**src/rtl/vga_timing_pkg.sv**
```systemverilog
// -----------------------------------------------------------------------------
// vga_timing_pkg
//   Shared types and constants for the VGA raster timing generator.
//   - cnt_t          : 12-bit raster counter / coordinate type
//   - vga_timing_t   : one complete timing set (porches, sync, active, polarity)
//   - VGA_640x480_60 : default 640x480 @ 60 Hz mode
//   - SVGA_800x600_60: 800x600 @ 60 Hz mode
//   - total()        : length of one axis (active + porches + sync)
// -----------------------------------------------------------------------------
package vga_timing_pkg;

    localparam int CNT_W         = 12;
    localparam int CNT_MAX_TOTAL = 1 << CNT_W;

    typedef logic [CNT_W-1:0] cnt_t;

    typedef struct packed {
        int h_active;
        int h_fp;
        int h_sync;
        int h_bp;
        int v_active;
        int v_fp;
        int v_sync;
        int v_bp;
        bit hsync_pol;
        bit vsync_pol;
    } vga_timing_t;

    localparam vga_timing_t VGA_640x480_60 = '{
        h_active: 640, h_fp: 16, h_sync: 96,  h_bp: 48,
        v_active: 480, v_fp: 10, v_sync: 2,   v_bp: 33,
        hsync_pol: 1'b0, vsync_pol: 1'b0
    };

    localparam vga_timing_t SVGA_800x600_60 = '{
        h_active: 800, h_fp: 40, h_sync: 128, h_bp: 88,
        v_active: 600, v_fp: 1,  v_sync: 4,   v_bp: 23,
        hsync_pol: 1'b1, vsync_pol: 1'b1
    };

    function automatic int total(input int active, input int fp, input int sync, input int bp);
        return active + fp + sync + bp;
    endfunction

endpackage

```
**src/rtl/vga_timing_gen_if.sv**
```systemverilog
// -----------------------------------------------------------------------------
// vga_timing_gen_if
//   Raster output bundle of the timing generator.
//   master: driven by vga_timing_gen; slave: pixel source / VGA pins.
//   hsync, vsync        : sync pulses (polarity set by the generator)
//   de                  : active-area data enable
//   x, y                : active pixel coordinates
//   line_start          : one-cycle pulse at h=0 of every line
//   frame_start         : one-cycle pulse at h=0, v=0
// -----------------------------------------------------------------------------
interface vga_timing_gen_if;
    import vga_timing_pkg::*;

    logic hsync;
    logic vsync;
    logic de;
    cnt_t x;
    cnt_t y;
    logic line_start;
    logic frame_start;

    modport master (output hsync, vsync, de, x, y, line_start, frame_start);
    modport slave  (input  hsync, vsync, de, x, y, line_start, frame_start);

endinterface

```
**src/rtl/vga_axis_counter.sv**
```systemverilog
// -----------------------------------------------------------------------------
// vga_axis_counter
//   Wrapping counter 0..TOTAL-1 for one raster axis.
//   clk, rst_n : pixel clock, asynchronous active-low reset
//   inc        : advance by one this cycle
//   cnt        : current count
//   wrap       : high when this cycle's increment wraps TOTAL-1 back to 0
// -----------------------------------------------------------------------------
module vga_axis_counter
    import vga_timing_pkg::*;
#(
    parameter int TOTAL = 800
) (
    input  logic clk,
    input  logic rst_n,
    input  logic inc,
    output cnt_t cnt,
    output logic wrap
);

    localparam cnt_t LAST = cnt_t'(TOTAL - 1);

    cnt_t cnt_q;
    cnt_t cnt_d;
    logic at_last;

    assign at_last = (cnt_q == LAST);

    always_comb begin
        cnt_d = cnt_q;
        if (inc) begin
            cnt_d = at_last ? '0 : cnt_q + cnt_t'(1);
        end
    end

    // NOTE: state is updated with non-blocking assignments so every flop
    // samples the pre-edge values of its peers, independent of process order.
    always_ff @(posedge clk or negedge rst_n) begin
        if (!rst_n) begin
            cnt_q <= '0;
        end else begin
            cnt_q <= cnt_d;
        end
    end

    assign cnt  = cnt_q;
    assign wrap = inc && at_last;

endmodule

```
**src/rtl/vga_timing_gen.sv**
```systemverilog
// -----------------------------------------------------------------------------
// vga_timing_gen
//   VGA raster timing in the pixel clock domain. Horizontal and vertical
//   counters walk the raster; every output is registered from the counter
//   value before its increment, so pins lag the counters by one cycle.
//   clk   : pixel clock (buffered MMCM output)
//   rst_n : asynchronous active-low reset
//   en    : advance enable; low freezes counters and outputs, pulses forced 0
//   vga   : raster outputs (hsync, vsync, de, x, y, line_start, frame_start)
// -----------------------------------------------------------------------------
module vga_timing_gen
    import vga_timing_pkg::*;
#(
    parameter int H_ACTIVE  = VGA_640x480_60.h_active,
    parameter int H_FP      = VGA_640x480_60.h_fp,
    parameter int H_SYNC    = VGA_640x480_60.h_sync,
    parameter int H_BP      = VGA_640x480_60.h_bp,
    parameter int V_ACTIVE  = VGA_640x480_60.v_active,
    parameter int V_FP      = VGA_640x480_60.v_fp,
    parameter int V_SYNC    = VGA_640x480_60.v_sync,
    parameter int V_BP      = VGA_640x480_60.v_bp,
    parameter bit HSYNC_POL = VGA_640x480_60.hsync_pol,
    parameter bit VSYNC_POL = VGA_640x480_60.vsync_pol
) (
    input  logic clk,
    input  logic rst_n,
    input  logic en,
    vga_timing_gen_if.master vga
);

    localparam int H_TOTAL = total(H_ACTIVE, H_FP, H_SYNC, H_BP);
    localparam int V_TOTAL = total(V_ACTIVE, V_FP, V_SYNC, V_BP);

    if (H_ACTIVE < 1 || H_FP < 1 || H_SYNC < 1 || H_BP < 1 ||
        V_ACTIVE < 1 || V_FP < 1 || V_SYNC < 1 || V_BP < 1) begin : g_bad_param
        $error("vga_timing_gen: every timing parameter must be >= 1");
    end
    if (H_TOTAL > CNT_MAX_TOTAL || V_TOTAL > CNT_MAX_TOTAL) begin : g_bad_total
        $error("vga_timing_gen: H_TOTAL and V_TOTAL must not exceed 4096");
    end

    // Region boundaries. A back porch of at least one keeps the sync end
    // below the axis total, so every boundary fits the counter width.
    localparam cnt_t H_ACT_END    = cnt_t'(H_ACTIVE);
    localparam cnt_t H_SYNC_START = cnt_t'(H_ACTIVE + H_FP);
    localparam cnt_t H_SYNC_END   = cnt_t'(H_ACTIVE + H_FP + H_SYNC);
    localparam cnt_t V_ACT_END    = cnt_t'(V_ACTIVE);
    localparam cnt_t V_SYNC_START = cnt_t'(V_ACTIVE + V_FP);
    localparam cnt_t V_SYNC_END   = cnt_t'(V_ACTIVE + V_FP + V_SYNC);

    cnt_t h_cnt;
    cnt_t v_cnt;
    logic h_wrap;
    logic v_wrap_unused;   // frame_start is decoded from (0,0) instead

    vga_axis_counter #(.TOTAL(H_TOTAL)) u_h_cnt (
        .clk   (clk),
        .rst_n (rst_n),
        .inc   (en),
        .cnt   (h_cnt),
        .wrap  (h_wrap)
    );

    vga_axis_counter #(.TOTAL(V_TOTAL)) u_v_cnt (
        .clk   (clk),
        .rst_n (rst_n),
        .inc   (en && h_wrap),
        .cnt   (v_cnt),
        .wrap  (v_wrap_unused)
    );

    logic hsync_q, hsync_d;
    logic vsync_q, vsync_d;
    logic de_q, de_d;
    cnt_t x_q, x_d;
    cnt_t y_q, y_d;
    logic line_start_q, line_start_d;
    logic frame_start_q, frame_start_d;

    logic in_active;
    logic in_hsync;
    logic in_vsync;

    assign in_active = (h_cnt < H_ACT_END) && (v_cnt < V_ACT_END);
    assign in_hsync  = (h_cnt >= H_SYNC_START) && (h_cnt < H_SYNC_END);
    assign in_vsync  = (v_cnt >= V_SYNC_START) && (v_cnt < V_SYNC_END);

    always_comb begin
        // NOTE: every output gets its hold value first, so no path through
        // this block leaves a signal unassigned and no latch is inferred.
        hsync_d       = hsync_q;
        vsync_d       = vsync_q;
        de_d          = de_q;
        x_d           = x_q;
        y_d           = y_q;
        line_start_d  = 1'b0;
        frame_start_d = 1'b0;
        if (en) begin
            hsync_d       = in_hsync ? HSYNC_POL : ~HSYNC_POL;
            vsync_d       = in_vsync ? VSYNC_POL : ~VSYNC_POL;
            de_d          = in_active;
            line_start_d  = (h_cnt == '0);
            frame_start_d = (h_cnt == '0) && (v_cnt == '0);
            // x/y keep the last active coordinate through blanking.
            if (in_active) begin
                x_d = h_cnt;
                y_d = v_cnt;
            end
        end
    end

    always_ff @(posedge clk or negedge rst_n) begin
        if (!rst_n) begin
            hsync_q       <= ~HSYNC_POL;
            vsync_q       <= ~VSYNC_POL;
            de_q          <= 1'b0;
            x_q           <= '0;
            y_q           <= '0;
            line_start_q  <= 1'b0;
            frame_start_q <= 1'b0;
        end else begin
            hsync_q       <= hsync_d;
            vsync_q       <= vsync_d;
            de_q          <= de_d;
            x_q           <= x_d;
            y_q           <= y_d;
            line_start_q  <= line_start_d;
            frame_start_q <= frame_start_d;
        end
    end

    assign vga.hsync       = hsync_q;
    assign vga.vsync       = vsync_q;
    assign vga.de          = de_q;
    assign vga.x           = x_q;
    assign vga.y           = y_q;
    assign vga.line_start  = line_start_q;
    assign vga.frame_start = frame_start_q;

endmodule

```
**src/flat_wrapper.sv**
```systemverilog
// flat-port wrapper written by rule: the top's interface ports become plain ports
module vga_timing_gen_flat import vga_timing_pkg::*;
#(
    parameter int H_ACTIVE  = VGA_640x480_60.h_active,
    parameter int H_FP      = VGA_640x480_60.h_fp,
    parameter int H_SYNC    = VGA_640x480_60.h_sync,
    parameter int H_BP      = VGA_640x480_60.h_bp,
    parameter int V_ACTIVE  = VGA_640x480_60.v_active,
    parameter int V_FP      = VGA_640x480_60.v_fp,
    parameter int V_SYNC    = VGA_640x480_60.v_sync,
    parameter int V_BP      = VGA_640x480_60.v_bp,
    parameter bit HSYNC_POL = VGA_640x480_60.hsync_pol,
    parameter bit VSYNC_POL = VGA_640x480_60.vsync_pol
)
  (clk, rst_n, en, vga_hsync, vga_vsync, vga_de, vga_x, vga_y, vga_line_start, vga_frame_start);
  vga_timing_gen_if vga_i ();
  input  logic clk;
  input  logic rst_n;
  input  logic en;
  output wire logic [$bits(vga_i.hsync)-1:0] vga_hsync;
  output wire logic [$bits(vga_i.vsync)-1:0] vga_vsync;
  output wire logic [$bits(vga_i.de)-1:0] vga_de;
  output wire logic [$bits(vga_i.x)-1:0] vga_x;
  output wire logic [$bits(vga_i.y)-1:0] vga_y;
  output wire logic [$bits(vga_i.line_start)-1:0] vga_line_start;
  output wire logic [$bits(vga_i.frame_start)-1:0] vga_frame_start;
  assign vga_hsync = vga_i.hsync;
  assign vga_vsync = vga_i.vsync;
  assign vga_de = vga_i.de;
  assign vga_x = vga_i.x;
  assign vga_y = vga_i.y;
  assign vga_line_start = vga_i.line_start;
  assign vga_frame_start = vga_i.frame_start;
  vga_timing_gen #(.H_ACTIVE(H_ACTIVE), .H_FP(H_FP), .H_SYNC(H_SYNC), .H_BP(H_BP), .V_ACTIVE(V_ACTIVE), .V_FP(V_FP), .V_SYNC(V_SYNC), .V_BP(V_BP), .HSYNC_POL(HSYNC_POL), .VSYNC_POL(VSYNC_POL)) u_core (.clk(clk), .rst_n(rst_n), .en(en), .vga(vga_i));
endmodule
```
**config.mk**
```make
export PLATFORM = sky130hd
export DESIGN_NAME = vga_timing_gen_flat
export DESIGN_NICKNAME = d
export VERILOG_FILES = /design/src/rtl/vga_timing_pkg.sv /design/src/rtl/vga_timing_gen_if.sv /design/src/rtl/vga_axis_counter.sv /design/src/rtl/vga_timing_gen.sv /design/src/flat_wrapper.sv
export SDC_FILE = /design/constraint.sdc
export NUM_CORES = 1
export LEC_CHECK = 0
export ABC_AREA = 0
export ABC_CLOCK_PERIOD_IN_PS = 2200
export BUFFER_PORTS_ARGS = -buffer_cell sky130_fd_sc_hd__buf_2
export CORE_MARGIN = 4
export CORE_UTILIZATION = 35
export DETAILED_ROUTE_END_ITERATION = 7
export PLACE_DENSITY = 0.62
export SETUP_SLACK_MARGIN = 0.2
export SYNTH_ARGS = -nofsm -noshare
export SYNTH_HDL_FRONTEND = slang
export SYNTH_HIERARCHICAL = 1
export SYNTH_SLANG_ARGS = --single-unit
```
**constraint.sdc**
```tcl
create_clock -name clk -period 2.2 [get_ports clk]
set_input_delay 0.33 -clock clk [delete_from_list [all_inputs] [get_ports clk]]
set_output_delay 0.33 -clock clk [all_outputs]
set_load 0.1 [all_outputs]
```
After elaboration in Yosys (flattened, before gate mapping)

Index checks and enable logic that the tools add are counted.

Add/subtract/negate cells: 2
Multipliers: 0
Div/mod/pow operators: 0
Magnitude comparators: 6
Eq/ne operators: 2
Shift operators: 0
Muxes and demuxes: 6
Bitwise operators: 0
Reduce and logical (&&, ||, !) cells: 9

Operators with widths:

| operator                                                      | count |
|---|---|
| adder 12 x 1 -> 12 bit (second input constant)                | 2 |
| == test 12 x 10 -> 1 bit (second input constant)              | 2 |
| logical NOT 12 bit                                            | 2 |
| less-than comparator 12 x 10 -> 1 bit (second input constant) | 2 |
| less-than comparator 12 x 9 -> 1 bit (second input constant)  | 2 |
| two-way mux 12 bit                                            | 2 |
| >= comparator 12 x 10 -> 1 bit (second input constant)        | 1 |
| >= comparator 12 x 9 -> 1 bit (second input constant)         | 1 |
| logical AND 1 bit                                             | 6 |
| two-way mux 1 bit                                             | 4 |
| AND reduction 2 bit                                           | 1 |

Register bits: 53
Bits in latches: 0
Bits in writable memories: 0
Bits in read-only memories: 0
Bits of input ports: 3
Output and inout bits: 29
Logic and storage cells: 34
Memories kept: 0

Logic depth before layout (Yosys ltp)

Depth in word-level cells: 3
Depth in mapped cells: 8
Mapped depth without buffers: 7

By module

Netlist, hierarchy kept.

Modules (own cells, without submodules):

| module                            | times used | cells each | area an instance (sq um) | seq. area each (sq um) |
|---|---|---|---|---|
| vga_timing_gen                    | 1          | 79         | 1208.7                   | 728.2 |
| vga_axis_counter (u_core.u_v_cnt) | 1          | 60         | 631.9                    | 300.3 |
| vga_axis_counter (u_core.u_h_cnt) | 1          | 56         | 609.3                    | 300.3 |

Least setup slack after synthesis

OpenSTA, ideal clock, no wires.

Kind: reg2reg
Start: register u_core.u_h_cnt.cnt_q[0], in the netlist u_core/u_h_cnt/cnt[0]
End: register u_core.u_v_cnt.cnt_q[9], in the netlist u_core/u_v_cnt/cnt[9]
Library setup time: 0.077 ns
Arrival: 2.258 ns
Data required time: 2.123 ns
Setup slack: -0.135 ns
Cell stages (with the launch flop): 9
Path buffers: 1
Period minus slack after synthesis: 2.335 ns
Cells stage by stage: dfrtp_1 ha_1 nand4_1 nor4_4 and2_1 buf_2 nand4_1 or4_1 a21oi_1

Cells in the longest elaborated chain, start to end: 3

RTL lines:

| what                     | RTL line               | RTL |
|---|---|---|
| start: declaration       | vga_axis_counter.sv:23 | `cnt_t cnt_q;` |
| start signal: assignment | vga_axis_counter.sv:42 | `cnt_q <= cnt_d;` |
| == test 12 x 10 -> 1 bit | vga_axis_counter.sv:27 | `assign at_last = (cnt_q == LAST);` |
| logical AND 1 bit        | vga_axis_counter.sv:47 | `assign wrap = inc && at_last;` |
| via u_core.h_wrap        | vga_timing_gen.sv:53   | `logic h_wrap;` |
| logical AND 1 bit        | vga_timing_gen.sv:67   | `.inc (en && h_wrap),` |
| end signal: assignment   | vga_axis_counter.sv:42 |  |
| end: declaration         | vga_axis_counter.sv:23 |  |

The timed path passes the listed nets, and every way through them passes these cells.
A chain may end at the register's enable or synchronous reset.

Worst setup path in the final report

Start: register u_core.u_h_cnt.cnt_q[1], in the netlist u_core/u_h_cnt/cnt[1]
End: register u_core.u_v_cnt.cnt_q[8], in the netlist u_core/u_v_cnt/cnt[8]

Same word-level chain as after synthesis.

==> impl_metrics.py <==
metrics = {
    "run_status": {
        "outcome": "complete, but fails checks",
        "violations": "negative hold slack",
    },
    "floorplanning": {
        "die_y_um": 91.7,
        "rows": 30,
        "die_width_um": 91.7,
        "ios": 32,
        "start_util_pct": 36.1,
        "dieArea_um2": 8400,
        "core_um2": 6790,
    },
    "drt": {
        "dr.first_iter.drc_count": 64,
        "num_vias": 1736,
        "detail-route-antenna-nets": 0,
        "dr.pass1.iters": 4,
        "wl_per_cell_um": 14.8,
        "drc": 0,
        "vias_per_cell": 4.99,
        "drt_wl_total_um": 5150,
    },
    "placement": {
        "hpwl_um": 3680,
        "portBuffers": 31,
        "gp_congestion": 0.879,
        "place_area_um2": 2840,
    },
    "critical_path": {
        "crit_type": "reg2reg",
        "crit_required_ns": 2.44,
        "worstSetupEndpointType": "register",
        "start_kind": "register",
        "critPathMaxFanout": 9,
        "cp_data_arrival_time_ns": 2.23,
    },
    "flow_run": {
        "cap_viol_max_count": 0,
    },
    "final_layout": {
        "syn2layout_area_growth_pct": 25.1,
        "nets": 257,
        "layout-drive-gt1-share_pct": 39.7,
        "utilization_pct": 45.1,
        "antennaDiodeCount": 0,
        "fin_area_um2": 3060,
    },
    "yosys": {
        "synth_edf_count": 0,
        "yosysWarnings": 6,
        "seq_area_frac_synth_pct": 54.2,
        "avgSynthCellArea_um2": 12.6,
        "synth_ff_type": "dfrtp_1",
        "synth-seq-cells": 53,
        "ys_async_sr_fraction_pct": 100,
        "synth_nets": 201,
        "mappedNetlistArea_um2": 2450,
        "synthesis.instances": 195,
        "synth_cell_type_count": 45,
    },
    "clocking": {
        "cts.sink_count": 53,
        "numCtsBuffers": 5,
        "clk_latency_ns": 0.31,
        "cts_tree": "built",
        "cts_max_path_buffers": 2,
        "root_buffer": "clkbuf_8",
        "postCtsHoldBufs": 0,
        "h-tree-depth": 2,
        "clkTransAtPathRegs_ns": 0.10,
    },
    "grt": {
        "track_usage_pct": 12.6,
        "grt_pass1_wl_um": 8410,
        "grt.overflow.total": 0,
        "grt_pass1_vias": 1703,
        "grt_max_degree": 31,
        "antenna_found_initial": 0,
    },
    "sta": {
        "fmax_mhz": 502,
        "fin_crit_sh_pct": 90.5,
        "rsz0062_at_grt": "true",
        "worstMarginPinSlew_ns": 0.566,
        "finClkSkew_ns": 0.00727,
        "setup_violations": 0,
        "worst_hold_slack_ns": -0.000746,
        "report.final.slew_viol_count": 0,
        "min_period_ns": 1.99,
        "final_hold_viol_count": 2,
        "relSlewSlack_pct": 62.3,
    },
    "pwr": {
        "totalPowerFinal_mw": 2.05,
        "vdd_drop_max_mv": 0.276,
        "power_leakage_nw": 1.48,
        "power_density_nw_per_um2": 670,
    },
    "hold_path": {
        "hold_class": "in2async",
    },
}
-- timing repair --
item,CTS,global route
buffers inserted,2,3
pin swaps,1,5
gates resized for setup,2,12
endpoints found under the setup margin,5,8
-- metal layers --
| layer | global-route usage (%) | part of all wire (%) | vias to the layer above | wire length (um) |
|---|---|---|---|---|
| met3 | 2.79 | 3.9 | 8 | 200 |
| met1 | 18.2 | 50 | 861 | 2560 |
| li1 | - | - | 830 | - |
| met5 | 0 | 0 | - | 0 |
| met4 | 5.03 | 1.9 | 0 | 99 |
| met2 | 18.3 | 45 | 37 | 2300 |
-- cell type report --
class                           count  area (um2)
Inverter                           10        37.5
Tap cell                           96         120
Multi-Input combinational cell    129        1120
Timing Repair Buffer               52         338
Fill cell                         630        3730
Clock inverter                      1        30.0
Clock buffer                        7        86.3
Sequential cell                    53        1330
-- placed cells by master, fill, tap and decap left out, types with 5 or more instances in the layout --
master / instances
buf_2: 31
mux2_4: 10
clkbuf_8: 6
nor2_1: 7
nor3_1: 7
buf_4: 19
nor2b_1: 5
dfrtp_1: 48
nand4_1: 6
nand2_1: 9
inv_1: 10
xor2_1: 9
xnor2_1: 6
nand3_1: 7
-- where the power goes --
part	leakage, nW	switching [mW]	internal [mW]
logic	0.728	0.165	0.135
registers	0.691	0.0477	1.02
clock network	0.0585	0.314	0.371
-- synth_stat cells (2+ instances only) --
master     instances  area, um2
dfrtp_1           51       1280
nand4bb_1          2       22.5
a21oi_1            5       25.0
o31ai_1            5       37.5
mux2_4            10        150
ha_1               3       37.5
o32a_1             2       20.0
xnor2_1            6       52.6
dfstp_2            2       52.6
and3_1             2       12.5
nor3_1             9       45.0
inv_1             10       37.5
xor2_1             9       78.8
nor4_4             2       42.5
nand2_1            9       33.8
and4_1             2       17.5
mux2_2             4       45.0
or4_1              4       30.0
nand4_1            6       37.5
o22ai_1            2       12.5
o21ai_0            2       10.0
nand4_2            2       25.0
nor4_1             3       18.8
nand3_1            7       35.0
or3_1              2       12.5
nor2b_1            5       31.3
nor2_1             8       30.0
mux2_1             4       45.0
-- logic make-up (layout without fill, tap and decap cells) --
logic type	Yosys count	in the layout	share of synthesized area, %
xor+xnor	15	15	5.36
compound gates	20	20	5.77
simple gates	72	72	20.1
mux	19	19	10.2
buf+inv	13	70	2.81
fa+ha+maj	3	3	1.53
flops	53	53	54.2
-- worst max-delay path: stages, from the launching register on --
cell and delay (ns):
dfrtp_1 0.40, ha_4 0.16, nand4_1 0.16, nor4_4 0.26, and2_4 0.18, buf_4 0.15, nand3_1 0.19, nor3_2 0.25
xor2_1 0.16
-- metrics by stage --
stage	TNS, ns	hold slack, ns	instances	worst slack [ns]
after detailed placement	0	0.355	335	0.189
after global placement	0	0.353	335	0.237
after floorplan	-0.0172	0.0344	195	-0.0172
after global routing	0	0.0265	348	0.138
final	0	-0.000746	348	0.209
after CTS	0	0.0132	345	0.208
-- registers in the layout, summed over array words and instances (netlist names) --
| name | flops |
|---|---|
| u_core/u_v_cnt/cnt | 12 |
| u_core/vga.y | 12 |
| u_core/vga.frame_start | 1 |
| u_core/vga.de | 1 |
| u_core/vga.hsync | 1 |
| u_core/vga.x | 12 |
| u_core/vga.line_start | 1 |
| u_core/vga.vsync | 1 |
| u_core/u_h_cnt/cnt | 12 |
-- final timing paths --
check	from	end	slack [ns]	depth (start not counted)
min reg2reg	u_core/vga.x[3]	u_core/vga.x[3]	0.49	1
min	rst_n	u_core/vga.x[3]	-0.0007	1
max reg2reg	u_core/u_h_cnt/cnt[1]	u_core/u_v_cnt/cnt[8]	0.21	8
max in group asynchronous	rst_n	u_core/vga.vsync	1.58	2
min in group clk	en	u_core/u_h_cnt/cnt[1]	0.37	3
max	u_core/u_h_cnt/cnt[1]	u_core/u_v_cnt/cnt[8]	0.21	8
No activity file was read; power rests on OpenSTA's default activity.
